==> src/rtl/dlsc_apb_regbank.sv <==
// APB register bank: REGS word registers with byte strobes, optional wait states and
// read-only (hw_in) registers. Define DLSC_APB_REGBANK_SLVERR_EN to flag out-of-range accesses.
module dlsc_apb_regbank #(
    parameter int ADDR = 32,
    parameter int DATA = 32,
    parameter int STRB = DATA/8,
    parameter int REGS = 8,
    parameter int WAIT = 0,
    parameter logic [REGS-1:0]      RO_MASK   = '0,
    parameter logic [REGS*DATA-1:0] RESET_VAL = '0
) (
    input  logic                 clk,
    input  logic                 rst,
    input  logic [ADDR-1:0]      apb_addr,
    input  logic                 apb_sel,
    input  logic                 apb_enable,
    input  logic                 apb_write,
    input  logic [DATA-1:0]      apb_wdata,
    input  logic [STRB-1:0]      apb_strb,
    output logic                 apb_ready,
    output logic [DATA-1:0]      apb_rdata,
    output logic                 apb_slverr,
    output logic [REGS*DATA-1:0] regs_out,
    output logic [REGS-1:0]      wr_pulse,
    input  logic [REGS*DATA-1:0] hw_in
);

    localparam int LSB  = $clog2(STRB);
    localparam int IDXW = (REGS > 1) ? $clog2(REGS) : 1;
    localparam int CW   = (WAIT > 0) ? $clog2(WAIT + 1) : 1;
    localparam logic [IDXW:0] REGS_W = REGS[IDXW:0];

    localparam logic [1:0] IDLE    = 2'd0;
    localparam logic [1:0] WAITING = 2'd1;
    localparam logic [1:0] RESP    = 2'd2;

    logic [1:0]      state_q, state_d;
    logic [CW-1:0]   cnt_q, cnt_d;
    logic            capture;
    logic [IDXW-1:0] idx_in, idx_q;
    logic [ADDR-1:0] addr_hi;
    logic            oor_in, oor_q;
    logic            wr_q;
    logic [DATA-1:0] wdata_q;
    logic [STRB-1:0] strb_q;
    logic [DATA-1:0] mem_q [REGS];
    logic [DATA-1:0] rd_val;
    logic            ro_sel;
    logic            commit;

    always_comb begin
        idx_in  = apb_addr[LSB +: IDXW];
        addr_hi = apb_addr >> (LSB + IDXW);
        oor_in  = ({1'b0, idx_in} >= REGS_W) || (addr_hi != '0);
    end

    always_comb begin
        state_d = state_q;
        cnt_d   = cnt_q;
        capture = 1'b0;
        case (state_q)
            IDLE: begin
                if (apb_sel && apb_enable) begin
                    capture = 1'b1;
                    if (WAIT > 0) begin
                        state_d = WAITING;
                        cnt_d   = CW'(WAIT);
                    end else begin
                        state_d = RESP;
                    end
                end
            end
            WAITING: begin
                if (!apb_sel) begin
                    state_d = IDLE;
                end else if (cnt_q == CW'(1)) begin
                    state_d = RESP;
                end else begin
                    cnt_d = cnt_q - CW'(1);
                end
            end
            RESP:    state_d = IDLE;
            default: state_d = IDLE;
        endcase
    end

    // Read mux over captured index; read-only registers reflect hw_in, not storage.
    always_comb begin
        rd_val = '0;
        ro_sel = 1'b0;
        for (int i = 0; i < REGS; i++) begin
            if (idx_q == IDXW'(i)) begin
                ro_sel = RO_MASK[i];
                rd_val = RO_MASK[i] ? hw_in[i*DATA +: DATA] : mem_q[i];
            end
        end
    end

    always_comb begin
        commit    = (state_q == RESP) && wr_q && !oor_q && !ro_sel;
        apb_ready = (state_q == RESP);
        apb_rdata = ((state_q == RESP) && !wr_q && !oor_q) ? rd_val : '0;
`ifdef DLSC_APB_REGBANK_SLVERR_EN
        apb_slverr = (state_q == RESP) && oor_q;
`else
        apb_slverr = 1'b0;
`endif
        for (int i = 0; i < REGS; i++) begin
            regs_out[i*DATA +: DATA] = mem_q[i];
        end
    end

    always_ff @(posedge clk) begin
        if (!rst) begin
            state_q  <= IDLE;
            cnt_q    <= '0;
            idx_q    <= '0;
            oor_q    <= 1'b0;
            wr_q     <= 1'b0;
            wdata_q  <= '0;
            strb_q   <= '0;
            wr_pulse <= '0;
            for (int i = 0; i < REGS; i++) begin
                mem_q[i] <= RESET_VAL[i*DATA +: DATA];
            end
        end else begin
            state_q <= state_d;
            cnt_q   <= cnt_d;
            if (capture) begin
                idx_q   <= idx_in;
                oor_q   <= oor_in;
                wr_q    <= apb_write;
                wdata_q <= apb_wdata;
                strb_q  <= apb_strb;
            end
            for (int i = 0; i < REGS; i++) begin
                wr_pulse[i] <= commit && (idx_q == IDXW'(i));
                if (commit && (idx_q == IDXW'(i))) begin
                    for (int b = 0; b < STRB; b++) begin
                        if (strb_q[b]) begin
                            mem_q[i][b*8 +: 8] <= wdata_q[b*8 +: 8];
                        end
                    end
                end
            end
        end
    end

endmodule

==> config.mk <==
export PLATFORM = sky130hd
export DESIGN_NAME = dlsc_apb_regbank
export DESIGN_NICKNAME = d
export VERILOG_FILES = /design/src/rtl/dlsc_apb_regbank.sv
export SDC_FILE = /design/constraint.sdc
export NUM_CORES = 1
export LEC_CHECK = 0
export BUFFER_PORTS_ARGS = -buffer_cell sky130_fd_sc_hd__buf_2
export CAP_MARGIN = 30
export CORE_AREA = 2 2 243 245
export DETAILED_ROUTE_END_ITERATION = 8
export DIE_AREA = 0 0 245 247
export GPL_ROUTABILITY_DRIVEN = 1
export HOLD_SLACK_MARGIN = 0.08
export PLACE_DENSITY = 0.46
export SLEW_MARGIN = 20
export SYNTH_ARGS = -nofsm -noshare
export SYNTH_HDL_FRONTEND = slang
export SYNTH_SLANG_ARGS = --single-unit
==> constraint.sdc <==
create_clock -name clk -period 1.74 [get_ports clk]
set_input_delay 0.261 -clock clk [delete_from_list [all_inputs] [get_ports clk]]
set_output_delay 0.261 -clock clk [all_outputs]
set_load 0.05 [all_outputs]
# [Word level (Yosys, flattened, before mapping)]
# Memories as Yosys holds them, arrays and structs flattened.
# Index checks and enable logic that the tools add are counted.
[word_totals] ff_bits=52 mem_bits_rw=256 in_bits=329 wordCells=222 n_memories=1 out_inout_bits=298
[memory_table] name="mem_q" depth=8 width=32 read_ports=8 rd_clocked_by_memory_dff=0 wr=8 line="46" rtl="logic [DATA-1:0] mem_q [REGS];"
[op_classes] eq_ne=11 add_sub_neg=1 n_bitwise=32 reduce_logical=20 mux=149
[ops] cell="$mux 32" n=9
[ops] cell="$mux 8" n=32
[ops] cell="$mux 1" n=104
[ops] cell="$or 1x1->1" n=32
[ops] cell="$reduce_bool 32->1" n=1
[ops] cell="$logic_and 1x1->1" n=13
[ops] cell="$eq 3x3->1 const B" n=4
[ops] cell="$eq 3x2->1 const B" n=2
[ops] cell="$mux 2" n=3
[ops] cell="$pmux 2 s2" n=1
[ops] cell="$reduce_and 2->1" n=2
[ops] cell="$eq 3x1->1 const B" n=1
[ops] cell="$logic_not 3->1" n=1
[ops] cell="$ne 3x3->1 const B" n=1
[ops] cell="$eq 2x1->1 const B" n=1
[ops] cell="$eq 2x2->1 const B" n=1
[ops] cell="$logic_not 1->1" n=2
[ops] cell="$logic_not 2->1" n=1
[ops] cell="$ne 2x2->1 const B" n=1
[ops] cell="$sub 1x1->1 const B" n=1

# [Depth between registers and ports, before layout]
# Gate-level depths: netlist (run 1).
[depth] word_depth=10 mapped_depth=8 ltp_nobuf=4

# [Worst setup path before layout (run 1)]
# No wires, ideal clock.
[synth_path] kind="register to output" start="register state_q[1]" end="output apb_rdata[10]" required_ns=1.479 n_path_buf=1 path_stages_with_launch=5 path_slack_ns=-1.019 t_arrival_ns=2.498 cell_sequence="dfxtp_1 > nor3b_4 > nand2_2 > buf_2 > o41ai_2"
[synth_between] elab_chain_cells=4
[synth_rtl] item="start, declared" line="37" rtl="logic [1:0] state_q, state_d;"
[synth_rtl] item="start signal, assigned" line="127" rtl="state_q <= state_d;"
[synth_rtl] item="$eq 2x2->1" line="102" rtl="apb_rdata = ((state_q == RESP) && !wr_q && !oor_q) ? rd_val : '0;"
[synth_rtl] item="$logic_and 1x1->1 (2 in a row)" line="102"
[synth_rtl] item="$mux 32" line="102"
[synth_rtl] item="end, declared" line="21" rtl="output logic [DATA-1:0] apb_rdata,"
# No other way between the ends.

# [Final worst setup path (run 1)]
[layout_path] start="register idx_q[1]" end="output apb_rdata[10]"
[layout_between] elab_chain_cells=10 elab_cells_between_ends=17 cone_classes="eq/ne: 7; mux: 9; reduce/logical: 1"
[layout_rtl] item="start, declared" line="40" rtl="logic [IDXW-1:0] idx_in, idx_q;"
[layout_rtl] item="start signal, assigned" line="130" rtl="idx_q <= idx_in;"
[layout_rtl] item="$logic_not 3->1" line="92" rtl="if (idx_q == IDXW'(i)) begin"
[layout_rtl] item="$mux 32 (7 in a row)" line="92"
[layout_rtl] item="$mux 32 *" line="92"
[layout_rtl] item="$mux 32 *" line="102"
# Every way passes the cells marked *; elsewhere a longest branch is shown, timed or not.

==> impl_results.md, run 1 <==
- Largest family of logic cells by synthesized area: simple AND/OR/NAND/NOR gates
- Routed len/inst: approximately 22 µm
- H-Tree Level Count: 2
- Port buffer count: roughly 370
- Yosys warns: 0
- CTS tree: built
- Slew HR: roughly 23%
- Crit end category: primary output
- Most common cell after layout, fill and taps aside: buf_2
- Final hold vios: 0
- Cell Rows: a little under 90
- Die ar.: ~61000 µm²
- Crit path buffers/inverters: 3
- Crit-path max FO: 15
- Average size of a mapped cell: between 10 and 15 µm²
- TritonCTS Sinks: 306
- Crit-path leading delay family: buffers and inverters
- Vias in the first global route: ~11000
- Total Negative Setup Slacks: -115.91 ns
- Post-Syn Area: around 13000 µm²
- Clock slew at reported path FFs: around 0.060 ns
- Post-Synth Simple-Gate Area: 16.4%
- Overall routing resource usage: 17.8%
- Post-Layout Cell Count: 2524
- Status: complete, but fails checks
- Layout Area Growth over Synthesis: 66.6%
- Met2 capacity usage during global routing: 27.8%
- Most Crowded Layer GR: met2
- Unrepaired setup endpoints after global routing: true
- Met3 Use GR: ~3.8%
- Flops & latches, synth: 306
- Clock root cell: clkbuf_16
- Die height: around 250 µm
- PwrDens: just over 800 nW/µm²
- Final cycle utilization of the critical path: 144%
- Via/cell ratio: approximately 4.5
- I/O pins: ~630
- Final core utilization: a little under two fifths
- Final #Nets: between 2000 and 2500
- Antenna violations before repair: 1
- Placement Setup Slack: -0.346 ns
- Critical path type: reg -> out
- Residual DRC: 0
- Critical Path Most Common Cell: buf_12
- Largest net degree at the start of global routing: 42
- GPL Wtd Cong: roughly 0.85
- Slowest stage delay, CP: roughly 0.42 ns
- Failing checks: setup timing
- Total CTS buffers: 36
- Net Count, Synth: 1471
- Final setup fails: 480
- Clk_skew: 0.0168 ns
- Post-synthesis cell type count: 44
- Mux share of post-synthesis cell area: 3.38%
- DRT Pass-1 Iters: 7
- Register area share after synthesis: ~65%
- Leakage: 8.60 nW
- Hold slack: 0.180 ns
- Tmin final: approximately 2.5 ns
- Post-synth EDFFs: 256
- ANT cells: 0
- Crit path setup slack, layout: -0.758 ns
- R2R Path End: mem_q[0][87]
- Post-DP HPWL: a little over 40000 µm
- Hold path start: apb_addr[25]
- Worst-skew pair later-pin latency: around 0.53 ns
- Adder-cell share of the synthesized area: 0%
- Core area: 58200 µm²
- Hold crit path type: in -> reg
- GRT overflow: 0
- Post-synthesis compound-gate area fraction: ~11%
- CP max stage cell: dfxtp_4
- Routed wire length: ~56000 µm
- Maximum VDD drop: around 0.60 mV
- Hold EP: oor_q
- Met1 usage: between 20% and 30%
- Clk buf depth: 3
- Least-Margin Pin Slew: around 1.2 ns
- Req. time, crit path: 1.48 ns
- Max-slew violations: 0
- Crit-path cells: buf_12 -> buf_8 -> mux2_4 -> o22a_1 -> nor2_2 -> o41ai_4 -> buf_12
- Cells after DPL: approximately 2400
- Hold Path Stages: 6
- Worst r2r path cells: 10
- CP Launch Type: register
- Most frequent cells in the layout: 334 x buf_2, 256 x edfxtp_1, 119 x buf_4
- DRT iter0 DRCs: between 600 and 700
- Starting Density: between 20% and 30%
- Maximum clock frequency: 400 MHz
- Worst EP arrival: ~2.2 ns
- Synth Instances: roughly 1100
- RR Startpoint: idx_q[2]
- Xor-xnor portion of the synthesized cell area: 0%
- ANT nets after route: 0
- Asr flop ratio synth: 0%
- Predominant post-synthesis flop cell: edfxtp_1
- Vias: 11386
- Slack of the worst reg-to-reg path: -0.37 ns
- Die X: about 250 µm
- First-pass GRT wire length: around 78000 µm
- Max Cap Viol: 0
- Layout cells sized above 1: 52.8%
-- flip-flops by register name, summed over array words and instances, names as in the netlist --
| name | flops |
|---|---|
| wr_pulse | 8 |
| wdata_q | 32 |
| mem_q | 256 |
| strb_q | 4 |
| wr_q | 1 |
| idx_q | 3 |
| oor_q | 1 |
| state_q | 1 |
-- kinds of logic after synthesis --
kind of cell,count (synthesis)
AOI/OAI and AO/OA,184
other,1
muxes,35
DFF,306
and+or+nand+nor,499
buffers and inverters,117
-- worst max-delay path by stage --
| stage | from | end | slack [ns] | cells past startpoint |
|---|---|---|---|---|
| 2_1_floorplan | mem_q[0][1] | apb_rdata[1] | -0.29 | 4 |
| 3_3_place_gp | idx_q[2] | mem_q[0][6] | -0.35 | 7 |
| 3_5_place_dp | idx_q[2] | mem_q[0][4] | -0.35 | 7 |
| 4_1_cts | oor_q | apb_rdata[8] | -0.82 | 6 |
| 5_1_grt | idx_q[1] | apb_rdata[12] | -0.83 | 9 |
| 6_report | idx_q[1] | apb_rdata[10] | -0.76 | 7 |
-- synth_stat cells (21+ instances only) --
library cell / count / area share [%]
edfxtp_1: 256 / 58
nor2_1: 254 / 7.2
nand2_1: 137 / 3.9
inv_1: 51 / 1.4
dfxtp_1: 50 / 7.5
clkbuf_1: 33 / 0.93
nor2b_1: 33 / 1.6
a21oi_1: 32 / 1.2
a211oi_1: 31 / 1.8
a21boi_0: 26 / 1.5
nand2b_1: 23 / 1.1
o22a_1: 23 / 1.5
o21ai_0: 21 / 0.79
-- worst min-delay path, cell delays in order --
cell	delay [ns]
buf_2	0.08
nor4_1	0.04
nand3_1	0.06
nor3_1	0.05
buf_4	0.12
nor2_1	0.07
-- where the power goes --
group          total (mW)  switching [mW]  internal, mW
registers            8.51           0.260          8.25
logic                3.04            2.06         0.973
clock network        6.85            2.95          3.90
-- repair_timing --
item	4_1_cts	5_1_grt
hold buffers	40	0
gates resized for setup	252	317
pin swaps	50	32
endpoints found under the setup margin	354	480
buffers inserted	20	15
cloned	3	1
endpoints found under the hold margin	40	0
-- per-layer routing --
layer	routed length [µm]	vias up
li1	-	5223
met5	0	-
met2	24800	481
met1	25600	5597
met3	3860	85
met4	1670	0
-- metrics by stage --
stage	total power, mW	instance area, µm²
after floorplan	10.3	13800
after global placement	11.3	18200
after detailed placement	11.3	18200
after CTS	18.5	20800
after global routing	19.0	22100
final	18.4	22100
-- area by class of cell --
type	instances	area [µm²]
fill	5689	36100
sequential	306	8710
multi-input combinational	719	6270
timing repair buffer	612	4950
clock buffer	48	967
tap	773	967
inverter	51	191
clock inverter	15	73.8
(Power assumes the default switching activity.)
==> inputs of run 2 (changes only) <==
CORE_AREA = 2 2 244 246   (was 2 2 243 245)
CTS_BUF_LIST = sky130_fd_sc_hd__clkbuf_4 sky130_fd_sc_hd__clkbuf_8   (was not set)
DIE_AREA = 0 0 246 248   (was 0 0 245 247)
==> run 2 against run 1 <==
The flow still finishes with violations (setup timing). Global-route usage increased by 0.27 points. Sequential cell count is the same. Clock skew rose by 0.019 ns. Sequential power is essentially flat. Clock power fell by 2%. Fmax decreased by 4.6%. Cell count up 3.3%. Worst hold slack improved by 0.014 ns. Largest cell class unchanged.
==> impl_results.md, run 2 (same netlist as run 1, synthesis figures left out) <==
- Largest net degree at the start of global routing: 46 (+9.5%)
- Post-DP HPWL: 41600 µm (+0.50%)
- DRT iter0 DRCs: 578 (-16%)
- Routed wire length: 57800 µm (+3.3%)
- Largest register by flop count: mem_q
- Final hold vios: 0 (unchanged)
- GRT overflow: 0 (unchanged)
- I/O pins: 627 (unchanged)
- Die X: 246 µm (+0.41%)
- Hold slack: 0.194 ns (+0.0139 ns)
- Vias in the first global route: 11726 (+2.3%)
- Die ar.: 61000 µm² (+0.81%)
- Via/cell ratio: 4.45 (-1.3%)
- Tot Pwr: 18.3 mW (-0.45%)
- Worst-skew pair later-pin latency: 0.63 ns (+0.10 ns)
- Top flop regs: mem_q: 256 flops, wdata_q: 32 flops, wr_pulse: 8 flops
- Hold crit path type: in -> reg
- CP Launch Type: register
- Max reg flops: 256 (unchanged)
- Final cycle utilization of the critical path: 151% (+7.0 points)
- Status: complete, but fails checks
- Layout Area Growth over Synthesis: 61.1%
- Placed Area: 18200 µm² (+0.21%)
- Antenna violations before repair: 1 (unchanged)
- Total CTS buffers: 53 (+47%)
- GPL Wtd Cong: 0.836 (-1.4%)
- Core area: 58500 µm² (+0.38%)
- H-Tree Level Count: 2 (unchanged)
- Layout Cell Area excl Fill: 21400 µm² (-3.3%)
- Max-slew violations: 0 (unchanged)
- Starting Density: 22.7% (-0.087 points)
- Crit path setup slack, layout: -0.880 ns (-0.121 ns)
- Leakage: 8.90 nW (+3.5%)
- Vias: 11608 (+1.9%)
- Maximum VDD drop: 0.474 mV (-20%)
- Failing checks: setup timing
- Clock slew at reported path FFs: 0.06 ns (about the same)
- Max Cap Viol: 0 (unchanged)
- Critical path type: reg -> out
- ANT nets after route: 0 (unchanged)
- Residual DRC: 0 (unchanged)
- Worst EP arrival: 2.36 ns (+0.12 ns)
- Most frequent cells in the layout: 337 x buf_2, 256 x edfxtp_1, 220 x nor2_1
- Clk buf depth: 3 (unchanged)
- Final #Nets: 2119 (+3.1%)
- Overall routing resource usage: 18.1% (+0.27 points)
- Least-Margin Pin Slew: 0.558 ns (-0.594 ns)
- Most common cell after layout, fill and taps aside: buf_2
- TritonCTS Sinks: 306 (unchanged)
- Crit-path max FO: 8 (-7)
- CTS tree: built
- Slew HR: 62.7% (+40 points)
- Clock root cell: clkbuf_8
- Port buffer count: 367 (unchanged)
- Unrepaired setup endpoints after global routing: true
- Die height: 248 µm (+0.40%)
- PwrDens: 856 nW/µm² (+3.0%)
- Req. time, crit path: 1.48 ns (about the same)
- Cell Rows: 89 (unchanged)
- Final setup fails: 364 (-24%)
- Layout cells sized above 1: 47.5% (-5.4 points)
- First-pass GRT wire length: 79200 µm (+1.6%)
- Placement Setup Slack: -0.417 ns (-0.0712 ns)
- DRT Pass-1 Iters: 5 (-2)
- Clk_skew: 0.0358 ns (+0.0191 ns)
- Final-layout fill cell count: 5838 (+2.6%)
- Total Negative Setup Slacks: -67.45 ns (+48.46 ns)
- Tmin final: 2.62 ns (+0.121 ns)
- Crit end category: primary output
- Maximum clock frequency: 382 MHz (-4.6%)
- Routed len/inst: 22.2 µm (about the same)
run 2: cell types whose count changed in the layout (fill, tap and decap cells not counted), sizes merged:
cell         change
clkinv          +12
buf             +28
diode            +1
bufinv           +3
clkbuf          +22
dlygate4sd3     +16
bufbuf           +1
run 2: critical path: stages (launching register included):
cell     delay [ns]
dfxtp_4        0.41
buf_12         0.17
nand3_4        0.14
nand2_8        0.09
buf_12         0.16
buf_12         0.15
o41ai_4        0.40
buf_6          0.21
run 2: layout make-up:
type | count | area (µm²) | area share (%)
timing repair buffer | 659 | 5350 | 25.0
antenna | 1 | 2.50 | 0.0117
multi-input combinational | 719 | 5110 | 23.9
inverter | 51 | 191 | 0.895
sequential | 306 | 8710 | 40.7
tap | 773 | 967 | 4.52
clock inverter | 30 | 209 | 0.977
clock buffer | 68 | 861 | 4.02
run 2: where the power goes:
part / total [mW] / internal [mW] / switching (mW)
clock: 6.70 / 3.68 / 3.02
combinational: 3.12 / 1.07 / 2.05
sequential: 8.49 / 8.26 / 0.240
run 2: path summary, 6_finish.rpt:
kind / from / to / slack (ns) / depth (start not counted)
worst max-delay path: idx_q[1] / apb_rdata[8] / -0.88 / 7
worst min-delay path: rst / oor_q / 0.19 / 4
worst max register to register: idx_q[1] / mem_q[0][68] / -0.33 / 10
worst min register to register: wr_q / wr_q / 0.50 / 2
run 2: layer usage:
layer | track usage, % | vias to the layer above | share of wire (%) | wire length, µm
met4 | 4.97 | 0 | 2.1 | 1210
met1 | 25.9 | 5694 | 47 | 27100
met3 | 3.25 | 80 | 6.8 | 3940
li1 | - | 5346 | - | -
met2 | 27.9 | 488 | 44 | 25600
met5 | 0 | - | 0 | 0
run 2: per-stage QoR:
stage / utilization, % / std cells
floorplan: - / 1142
global placement: 31.2 / 2406
detailed placement: 31.2 / 2406
CTS: 35.7 / 2585
global route: 36.6 / 2607
finish: 36.6 / 2607
run 2: repair_timing:
action                                  in CTS  in global routing
hold buffers                                56                  0
resized for setup                          167                 87
setup buffers                               22                 23
pin swaps                                   41                 33
endpoints found under the setup margin     417                474
cloned                                       6                  2
hold endpoints to repair                    41                  0
==> inputs of run 3 (changes only) <==
CORE_AREA = 2 2 243 245   (was 2 2 244 246)
CTS_CLUSTER_SIZE = 20   (was not set)
DIE_AREA = 0 0 245 247   (was 0 0 246 248)
==> run 3 against run 2 <==
Setup slack got worse by 0.011 ns. Sequential power hardly changed. Highest routed layer unchanged. Clock skew increased by 0.012 ns. Total power increased by 2.6%. Via count down 0.44%. The run still ends with setup timing left. Critical path type unchanged. Count of clock-buffer cells in the layout up 9.
==> impl_results.md, run 3 (same netlist as run 1, synthesis figures left out) <==
- Starting Density: 22.8% (+0.087 points)
- CP max stage cell: dfxtp_4
- Worst EP arrival: 2.37 ns (about the same)
- Leakage: 8.83 nW (-0.78%)
- Max Cap Viol: 0 (unchanged)
- Hold crit path type: in -> reg
- CTS tree: built
- Slew HR: 25.7% (-37 points)
- Final setup fails: 484 (+33%)
- Largest net degree at the start of global routing: 42 (-8.7%)
- Max reg flops: 256 (unchanged)
- CP Launch Type: register
- Most frequent cells in the layout: 334 x buf_2, 256 x edfxtp_1, 145 x nor2_4
- Crit end category: primary output
- Layout Cell Area excl Fill: 22900 µm² (+7.3%)
- Layout Area Growth over Synthesis: 72.8%
- Maximum VDD drop: 0.443 mV (-6.6%)
- Vias: 11557 (-0.44%)
- Die ar.: 60500 µm² (-0.81%)
- Largest register by flop count: mem_q
- Least-Margin Pin Slew: 1.11 ns (+0.555 ns)
- Crit-path cells: nand2b_4 -> buf_12 -> buf_12 -> buf_4 -> buf_4 -> o22ai_1 -> a211oi_4 -> buf_6
- Worst-skew pair later-pin latency: 0.64 ns (about the same)
- Residual DRC: 0 (unchanged)
- Most common cell after layout, fill and taps aside: buf_2
- Antenna violations before repair: 4 (+3)
- Slack of the worst reg-to-reg path: -0.49 ns (-0.16 ns)
- TritonCTS Sinks: 306 (unchanged)
- Max-slew violations: 0 (unchanged)
- Port buffer count: 367 (unchanged)
- Routed wire length: 57100 µm (-1.2%)
- Cell Rows: 89 (unchanged)
- PwrDens: 819 nW/µm² (-4.3%)
- DRT iter0 DRCs: 649 (+12%)
- Final #Nets: 2095 (-1.1%)
- Die height: 247 µm (-0.40%)
- Layout cells sized above 1: 56.8% (+9.3 points)
- Critical path type: reg -> out
- Unrepaired setup endpoints after global routing: true
- Tmin final: 2.63 ns (+0.0114 ns)
- First-pass GRT wire length: 79200 µm (about the same)
- Via/cell ratio: 4.47 (+0.37%)
- ANT nets after route: 0 (unchanged)
- Vias in the first global route: 11753 (+0.23%)
- Failing checks: setup timing
- Total Negative Setup Slacks: -172.00 ns (-104.55 ns)
- Crit path setup slack, layout: -0.891 ns (-0.0114 ns)
- Clock root cell: clkbuf_8
- Routed len/inst: 22.1 µm (-0.37%)
- Crit-path max FO: 8 (unchanged)
- Maximum clock frequency: 380 MHz (-0.43%)
- Clk_skew: 0.0480 ns (+0.0122 ns)
- Die X: 245 µm (-0.41%)
- Final hold vios: 0 (unchanged)
- I/O pins: 627 (unchanged)
- GRT overflow: 0 (unchanged)
- Placed Area: 18200 µm² (-0.21%)
- Post-DP HPWL: 41400 µm (-0.50%)
- Total CTS buffers: 54 (+1.9%)
- Slowest stage delay, CP: 0.40 ns (about the same)
- Req. time, crit path: 1.48 ns (about the same)
- Clk buf depth: 3 (unchanged)
- Overall routing resource usage: 18.0% (-0.084 points)
- GPL Wtd Cong: 0.847 (+1.4%)
- DRT Pass-1 Iters: 4 (-1)
- Clock slew at reported path FFs: 0.06 ns (about the same)
- Top flop regs: mem_q: 256 flops, wdata_q: 32 flops, wr_pulse: 8 flops
- H-Tree Level Count: 2 (unchanged)
- Status: complete, but fails checks
- Core area: 58200 µm² (-0.38%)
- Final cycle utilization of the critical path: 151% (+0.65 points)
==> run 3: path summary, 6_finish.rpt <==
| path | start | end | depth (start not counted) |
|---|---|---|---|
| setup / recovery | idx_q[1] | apb_rdata[15] | 8 |
| hold / removal | apb_enable | strb_q[3] | 6 |
| setup reg to reg | idx_q[2] | mem_q[0][73] | 11 |
| hold reg to reg | wr_q | wr_q | 2 |
==> run 3: critical path: cells and delay by family (launching register included) <==
kind            cells  cell delay, ns
compound gates      2            0.36
buf+inv             5            0.79
flops               1            0.40
simple gates        1            0.16
==> run 3: area by class of cell <==
type	count	area (µm²)
multi-input cells	719	6690
well taps	773	967
clock inverters	25	193
flip-flops and latches	306	8710
repair buffers	634	5230
inverters	51	191
fillers	5633	35300
diodes	1	2.50
clock buffers	77	966
==> run 3: repair_timing <==
| item | in CTS | in global routing |
|---|---|---|
| hold buffers | 54 | 0 |
| buffers inserted | 26 | 21 |
| cloned | 3 | 0 |
| pin swaps | 47 | 48 |
| gates resized for setup | 250 | 456 |
| setup endpoints to repair | 379 | 494 |
| endpoints found under the hold margin | 41 | 0 |
==> run 3: power by group <==
part           total [mW]  leakage [nW]  internal, mW  switching, mW
logic                3.13          5.17          1.02           2.11
registers            8.52          3.05          8.26          0.266
clock network        7.14         0.611          4.03           3.12
total                18.8          8.83          13.3           5.50
==> run 3: layer usage <==
metal | vias up | wire, µm | GRT usage (%)
met5 | - | 0 | 0
met4 | 0 | 1240 | 4.43
met3 | 79 | 4330 | 4.32
met2 | 478 | 25700 | 28.5
met1 | 5690 | 25900 | 24.8
li1 | 5310 | - | -
==> run 3: per-stage QoR <==
stage	cells	utilization, %	total power [mW]	hold WS (ns)	worst slack (ns)
floorplan	1142	-	10.3	0.406	-0.293
global placement	2394	31.2	11.3	0.507	-0.348
detailed placement	2394	31.2	11.3	0.510	-0.346
CTS	2574	36.2	18.8	0.0902	-0.952
global route	2586	39.4	19.5	0.139	-0.990
finish	2586	39.4	18.8	0.167	-0.891
